### src/rtl/mult_seq_if.sv
// Request/result bundle between the execute stage and the sequential multiplier.
// A start is taken on an enabled edge when start_mult, module_en and ready are all 1; otherwise it is dropped.
interface mult_seq_if #(
    parameter int WIDTH = 32
);
    logic             clk_en;
    logic             module_en;
    logic             start_mult;
    logic             is_signed;
    logic [WIDTH-1:0] op_a;
    logic [WIDTH-1:0] op_b;
    logic             ready;
    logic             done;
    logic [WIDTH-1:0] hi;
    logic [WIDTH-1:0] lo;
    logic [1:0]       fsm_state;

    modport master (
        output clk_en, module_en, start_mult, is_signed, op_a, op_b,
        input  ready, done, hi, lo, fsm_state
    );

    modport slave (
        input  clk_en, module_en, start_mult, is_signed, op_a, op_b,
        output ready, done, hi, lo, fsm_state
    );
endinterface

### src/rtl/mult_seq.sv
// Iterative shift-add multiplier for MULT/MULTU: one product bit per enabled clock,
// full 2*WIDTH-bit result presented on hi/lo with a done pulse.
module mult_seq #(
    parameter int WIDTH = 32,
    parameter int CNT_W = 6
) (
    input  logic       clk,
    input  logic       rst_n,
    mult_seq_if.slave  bus
);
    typedef enum logic [1:0] {
        IDLE = 2'd0,
        RUN  = 2'd1,
        FIN  = 2'd2
    } state_t;

    state_t               state;
    state_t               state_nx;
    logic [2*WIDTH:0]     acc;
    logic [2*WIDTH:0]     acc_step;
    logic [2*WIDTH:0]     acc_nx;
    logic [WIDTH:0]       upper_sum;
    logic [WIDTH-1:0]     mcand;
    logic [WIDTH-1:0]     mplier;
    logic [CNT_W-1:0]     cnt;
    logic                 neg;
    logic                 done_q;
    logic [WIDTH-1:0]     hi_q;
    logic [WIDTH-1:0]     lo_q;
    logic [WIDTH-1:0]     mag_a;
    logic [WIDTH-1:0]     mag_b;
    logic [2*WIDTH-1:0]   product;
    logic [2*WIDTH-1:0]   result;
    logic                 accept;
    logic                 last_iter;

    assign accept    = (state == IDLE) && bus.module_en && bus.start_mult;
    assign last_iter = (cnt == CNT_W'(WIDTH - 1));

    // Negating the most negative value wraps back onto itself, which is exactly
    // its unsigned magnitude, so no extra bit is needed.
    assign mag_a = (bus.is_signed && bus.op_a[WIDTH-1]) ? -bus.op_a : bus.op_a;
    assign mag_b = (bus.is_signed && bus.op_b[WIDTH-1]) ? -bus.op_b : bus.op_b;

    assign upper_sum = acc[2*WIDTH:WIDTH] + {1'b0, mcand};
    assign acc_step  = mplier[0] ? {upper_sum, acc[WIDTH-1:0]} : acc;
    assign acc_nx    = {1'b0, acc_step[2*WIDTH:1]};
    assign product   = acc[2*WIDTH-1:0];
    assign result    = neg ? -product : product;

    always_comb begin
        state_nx = state;
        case (state)
            IDLE: if (bus.module_en && bus.start_mult) state_nx = RUN;
            RUN: begin
                if (!bus.module_en)  state_nx = IDLE;
                else if (last_iter)  state_nx = FIN;
            end
            FIN:     state_nx = IDLE;
            default: state_nx = IDLE;
        endcase
    end

    always_ff @(posedge clk or negedge rst_n) begin
        if (!rst_n)          state <= IDLE;
        else if (bus.clk_en) state <= state_nx;
    end

    always_ff @(posedge clk or negedge rst_n) begin
        if (!rst_n) begin
            acc    <= '0;
            mcand  <= '0;
            mplier <= '0;
            cnt    <= '0;
            neg    <= 1'b0;
            done_q <= 1'b0;
            hi_q   <= '0;
            lo_q   <= '0;
        end else if (bus.clk_en) begin
            case (state)
                IDLE: begin
                    done_q <= 1'b0;
                    if (accept) begin
                        mcand  <= mag_a;
                        mplier <= mag_b;
                        neg    <= bus.is_signed & (bus.op_a[WIDTH-1] ^ bus.op_b[WIDTH-1]);
                        acc    <= '0;
                        cnt    <= '0;
                    end
                end
                RUN: begin
                    if (!bus.module_en) begin
                        done_q <= 1'b0;
                    end else begin
                        acc    <= acc_nx;
                        mplier <= mplier >> 1;
                        cnt    <= cnt + CNT_W'(1);
                    end
                end
                FIN: begin
                    // An abort in the final cycle leaves the previous result visible.
                    if (!bus.module_en) begin
                        done_q <= 1'b0;
                    end else begin
                        {hi_q, lo_q} <= result;
                        done_q       <= 1'b1;
                    end
                end
                default: done_q <= 1'b0;
            endcase
        end
    end

    assign bus.ready     = (state == IDLE);
    assign bus.done      = done_q;
    assign bus.hi        = hi_q;
    assign bus.lo        = lo_q;
    assign bus.fsm_state = state;
endmodule

### src/flat_wrapper.sv
// flat-port wrapper written by rule: the top's interface ports become plain ports
module mult_seq_flat 
#(
    parameter int WIDTH = 32,
    parameter int CNT_W = 6
)
  (clk, rst_n, bus_clk_en, bus_module_en, bus_start_mult, bus_is_signed, bus_op_a, bus_op_b, bus_ready, bus_done, bus_hi, bus_lo, bus_fsm_state);
  mult_seq_if #(.WIDTH(WIDTH)) bus_i ();
  input  logic clk;
  input  logic rst_n;
  input wire logic [$bits(bus_i.clk_en)-1:0] bus_clk_en;
  input wire logic [$bits(bus_i.module_en)-1:0] bus_module_en;
  input wire logic [$bits(bus_i.start_mult)-1:0] bus_start_mult;
  input wire logic [$bits(bus_i.is_signed)-1:0] bus_is_signed;
  input wire logic [$bits(bus_i.op_a)-1:0] bus_op_a;
  input wire logic [$bits(bus_i.op_b)-1:0] bus_op_b;
  output wire logic [$bits(bus_i.ready)-1:0] bus_ready;
  output wire logic [$bits(bus_i.done)-1:0] bus_done;
  output wire logic [$bits(bus_i.hi)-1:0] bus_hi;
  output wire logic [$bits(bus_i.lo)-1:0] bus_lo;
  output wire logic [$bits(bus_i.fsm_state)-1:0] bus_fsm_state;
  assign bus_i.clk_en = bus_clk_en;
  assign bus_i.module_en = bus_module_en;
  assign bus_i.start_mult = bus_start_mult;
  assign bus_i.is_signed = bus_is_signed;
  assign bus_i.op_a = bus_op_a;
  assign bus_i.op_b = bus_op_b;
  assign bus_ready = bus_i.ready;
  assign bus_done = bus_i.done;
  assign bus_hi = bus_i.hi;
  assign bus_lo = bus_i.lo;
  assign bus_fsm_state = bus_i.fsm_state;
  mult_seq #(.WIDTH(WIDTH), .CNT_W(CNT_W)) u_core (.clk(clk), .rst_n(rst_n), .bus(bus_i));
endmodule
### config.mk
export PLATFORM = sky130hd
export DESIGN_NAME = mult_seq_flat
export DESIGN_NICKNAME = d
export VERILOG_FILES = /design/src/rtl/mult_seq_if.sv /design/src/rtl/mult_seq.sv /design/src/flat_wrapper.sv
export SDC_FILE = /design/constraint.sdc
export NUM_CORES = 1
export LEC_CHECK = 0
export ABC_AREA = 1
export CORE_MARGIN = 2
export CORE_UTILIZATION = 55
export CTS_BUF_LIST = sky130_fd_sc_hd__clkbuf_4
export DETAILED_ROUTE_END_ITERATION = 8
export PLACE_DENSITY = 0.75
export SLEW_MARGIN = 15
export SYNTH_ARGS = -nofsm -noshare
export SYNTH_HDL_FRONTEND = slang
export SYNTH_SLANG_ARGS = --single-unit
### constraint.sdc
create_clock -name clk -period 4.9 [get_ports clk]
set_input_delay 1.225 -clock clk [delete_from_list [all_inputs] [get_ports clk]]
set_output_delay 1.225 -clock clk [all_outputs]
set_load 0.01 [all_outputs]
==> flow_summary_export.csv <==
group,metric,value,unit
status,outcome,"finished clean",
power_and_ir_drop,ir_drop,0.372,mV
detailed_routing,drt-wirelength-per-cell,15.4,um
setup_path,start_kind,"register",
setup_path,critPathArrivalTime,1970,ps
yosys,synthDistinctLibCells,45,
sta,rsz0062_at_grt,"false",
setup_path,reg2reg_from,"u_core.bus.fsm_state[0]",
cells_and_area,fin_cells,2794,
power_and_ir_drop,fin_total_pwr,9.91,mW
cells_and_area,nets,2523,
cells_and_area,fillCellCount,2440,
global_routing,antenna_found_initial,1,
clock_tree,postCtsSetupRepairBufs,0,
setup_path,endpoint_kind,"output pin",
setup_path,worstPathRequired,3670,ps
hold_path,holdCritStartpoint,"u_core.mplier[25]",
detailed_routing,ant_nets,0,
yosys,avgSynthCellArea,6.36,um^2
sta,setup_violations,0,
sta,finClkSkew,87.4,ps
floorplanning,ioPinCount,138,
detailed_routing,drt_pass1_iterations,5,
yosys,syn_nets,2380,
floorplanning,initial_core_util,0.558,
detailed_routing,drc,0,
yosys,yosysWarnings,0,
floorplanning,num_rows,59,
clock_tree,cts_tree,"built",
setup_path,path_max_fanout,6,
global_routing,grt_pass1_vias,14500,
sta,finalSetupTns,0,ps
clock_tree,postCtsHoldBufs,0,
cells_and_area,finish.instance_area,16800,um^2
clock_tree,htreeDepth,2,
hold_path,whs_endpoint,"u_core.mplier[25]",
placed_design,io_buffers,137,
setup_path,reg2regPathDepth,9,
yosys,syn_area,14500,um^2
global_routing,grtUsageTotal,0.311,
placed_design,placed_cells,2695,
sta,fmax,313,MHz
yosys,ys_seq_elements,202,
job,drv_cap,0,
setup_path,rr_endpoint,"u_core.acc[36]",
cells_and_area,regArea,5060,um^2
floorplanning,dieArea,27600,um^2
clock_tree,cts_resized,0,
yosys,synth_flop_cell,"dfrtp_1",
yosys,synth_edf_count,0,
placed_design,place_area,16100,um^2
floorplanning,design.core.area,25900,um^2
detailed_routing,routed_wl,43100,um
detailed_routing,viasPerCell,5.42,
clock_tree,clk_latency,720,ps
clock_tree,path_clk_slew,60,ps
detailed_routing,vias,15200,
floorplanning,die_w,166,um
global_routing,grt-ovfl-total,0,
sta,worst-slew-pin-transition,919,ps
yosys,synthArstFlopShare,1.00,
placed_design,dp_hpwl,33300,um
cells_and_area,area.growth.synth_to_final,16.3,%
sta,hold_viol,0,
clock_tree,cts_buffers,54,
hold_path,holdPathStages,2,
sta,period_share,0.652,
floorplanning,die_h,166,um
power_and_ir_drop,power_leakage,9.00,nW
global_routing,grt_max_degree,68,
setup_path,critPathKind,"register to output pin",
yosys,syn_inst,2273,
power_and_ir_drop,p_per_area,590,nW/um^2
clock_tree,cts.sinks,202,
sta,finalMaxSlewViolations,0,
global_routing,grt_pass1_wl,71000,um
cells_and_area,drive_above_1_share,0.0509,
hold_path,worstHoldPathType,"register to register",
sta,relSlewSlack,0.385,
sta,min_period,3200,ps
cells_and_area,multi_input_area,8100,um^2
clock_tree,clk_path_buf_depth,3,
placed_design,gp_congestion,0.923,
setup_path,cp-startpoint,"u_core.bus.fsm_state[1]",
detailed_routing,drtIter0Drc,1272,
setup_path,r2r_slack,1900,ps
yosys,ys_seq_area_frac,0.350,
clock_tree,cts-root-buf,"clkbuf_4",
==> per-layer routing <==
| metal | GRT usage | wire length (um) | vias up |
|---|---|---|---|
| met3 | 0.0467 | 2960 | 109 |
| li1 | - | - | 7642 |
| met5 | 0 | 0 | - |
| met1 | 0.424 | 19000 | 6823 |
| met4 | 0.119 | 1500 | 0 |
| met2 | 0.504 | 19600 | 579 |
==> state kept, by name, indices dropped and copies added (netlist names) <==
signal and flops:
u_core.bus.hi 32, u_core.bus.lo 32, u_core.neg 1, u_core.cnt 6, u_core.acc 64, u_core.mcand 32
u_core.bus.done 1, u_core.bus.fsm_state 2, u_core.mplier 32
==> logic make-up (layout without fill, tap and decap cells) <==
| group | after synthesis | count (layout) | share of synthesized area |
|---|---|---|---|
| AO/OA/AOI/OAI | 314 | 314 | 0.122 |
| buffers and inverters | 337 | 521 | 0.0896 |
| AND/OR/NAND/NOR | 1337 | 1337 | 0.378 |
| other | 0 | 2 | 0 |
| XOR/XNOR | 46 | 46 | 0.0279 |
| flip-flops | 202 | 202 | 0.350 |
| adder cells (fa/ha/maj) | 37 | 37 | 0.0326 |
==> Yosys cell counts, types with 2 or more instances <==
cell | number | area (um^2)
a21o_1 | 3 | 22.5
a21oi_1 | 92 | 460
a22o_1 | 2 | 17.5
a22oi_1 | 2 | 15.0
a2bb2oi_1 | 7 | 61.3
a31oi_1 | 6 | 37.5
buf_1 | 3 | 11.3
buf_2 | 24 | 120
clkbuf_1 | 39 | 146
dfrtp_1 | 202 | 5050
ha_1 | 36 | 450
inv_1 | 264 | 991
inv_2 | 6 | 22.5
nand2_1 | 797 | 2990
nand3_1 | 204 | 1020
nand3b_1 | 4 | 30.0
nand4_1 | 35 | 219
nor2_1 | 260 | 976
nor2_2 | 5 | 31.3
nor3_1 | 21 | 105
nor4_1 | 2 | 12.5
o211ai_1 | 11 | 82.6
o21ai_0 | 100 | 500
o21ai_1 | 41 | 205
o21bai_1 | 4 | 30.0
o22ai_1 | 35 | 219
o31ai_1 | 5 | 37.5
or2_2 | 2 | 12.5
xnor2_1 | 4 | 35.0
xor2_1 | 42 | 368
==> power by group <==
part,total (mW),internal (mW),switching (mW)
clock,1.53,0.801,0.724
sequential,2.86,2.28,0.579
combinational,5.52,2.01,3.51
total,9.91,5.10,4.81
==> area by class of cell <==
class / count / area share
Clock inverter: 17 / 0.00618
Sequential cell: 202 / 0.301
Inverter: 271 / 0.0605
Antenna cell: 2 / 0.000298
Timing Repair Buffer: 153 / 0.0890
Tap cell: 335 / 0.0249
Multi-Input combinational cell: 1734 / 0.482
Clock buffer: 80 / 0.0357
==> cells in the final DEF (no fill, tap or decap), types with 16 or more instances in the layout <==
master           netlist  routed
a21oi_1               92      92
nor3_1                21      21
dfrtp_1              202     201
buf_4                  0      16
o21ai_1               41      41
clkbuf_4               0      80
inv_1                264     263
clkdlybuf4s50_1        0     136
xor2_1                42      42
nand2_1              797     796
nor2_1               260     260
o21ai_0              100     100
ha_1                  36      36
o22ai_1               35      35
nand4_1               35      35
nand3_1              204     204
==> how the worst max path moves through the flow <==
| stage | endpoint | slack [ps] | cells past startpoint |
|---|---|---|---|
| floorplan | u_core.mcand[16] | 2290 | 10 |
| global placement | u_core.mplier[6] | 1560 | 9 |
| detailed placement | u_core.mplier[8] | 1490 | 9 |
| CTS | bus_ready | 1660 | 2 |
| global route | bus_ready | 1630 | 2 |
| finish | bus_ready | 1700 | 2 |
==> per-stage QoR <==
stage | utilization | hold WS [ps] | worst slack [ps]
after global routing | 0.648 | 501 | 1630
final | 0.648 | 476 | 1700
after global placement | 0.621 | 458 | 1560
after CTS | 0.648 | 475 | 1660
after floorplan | - | 444 | 2290
after detailed placement | 0.621 | 465 | 1490
==> critical path: stages (launching register included) <==
cell and delay (ps):
dfrtp_1 470, nor2_2 230, clkdlybuf4s50_1 570
Power figures use the tool's default switching activity.
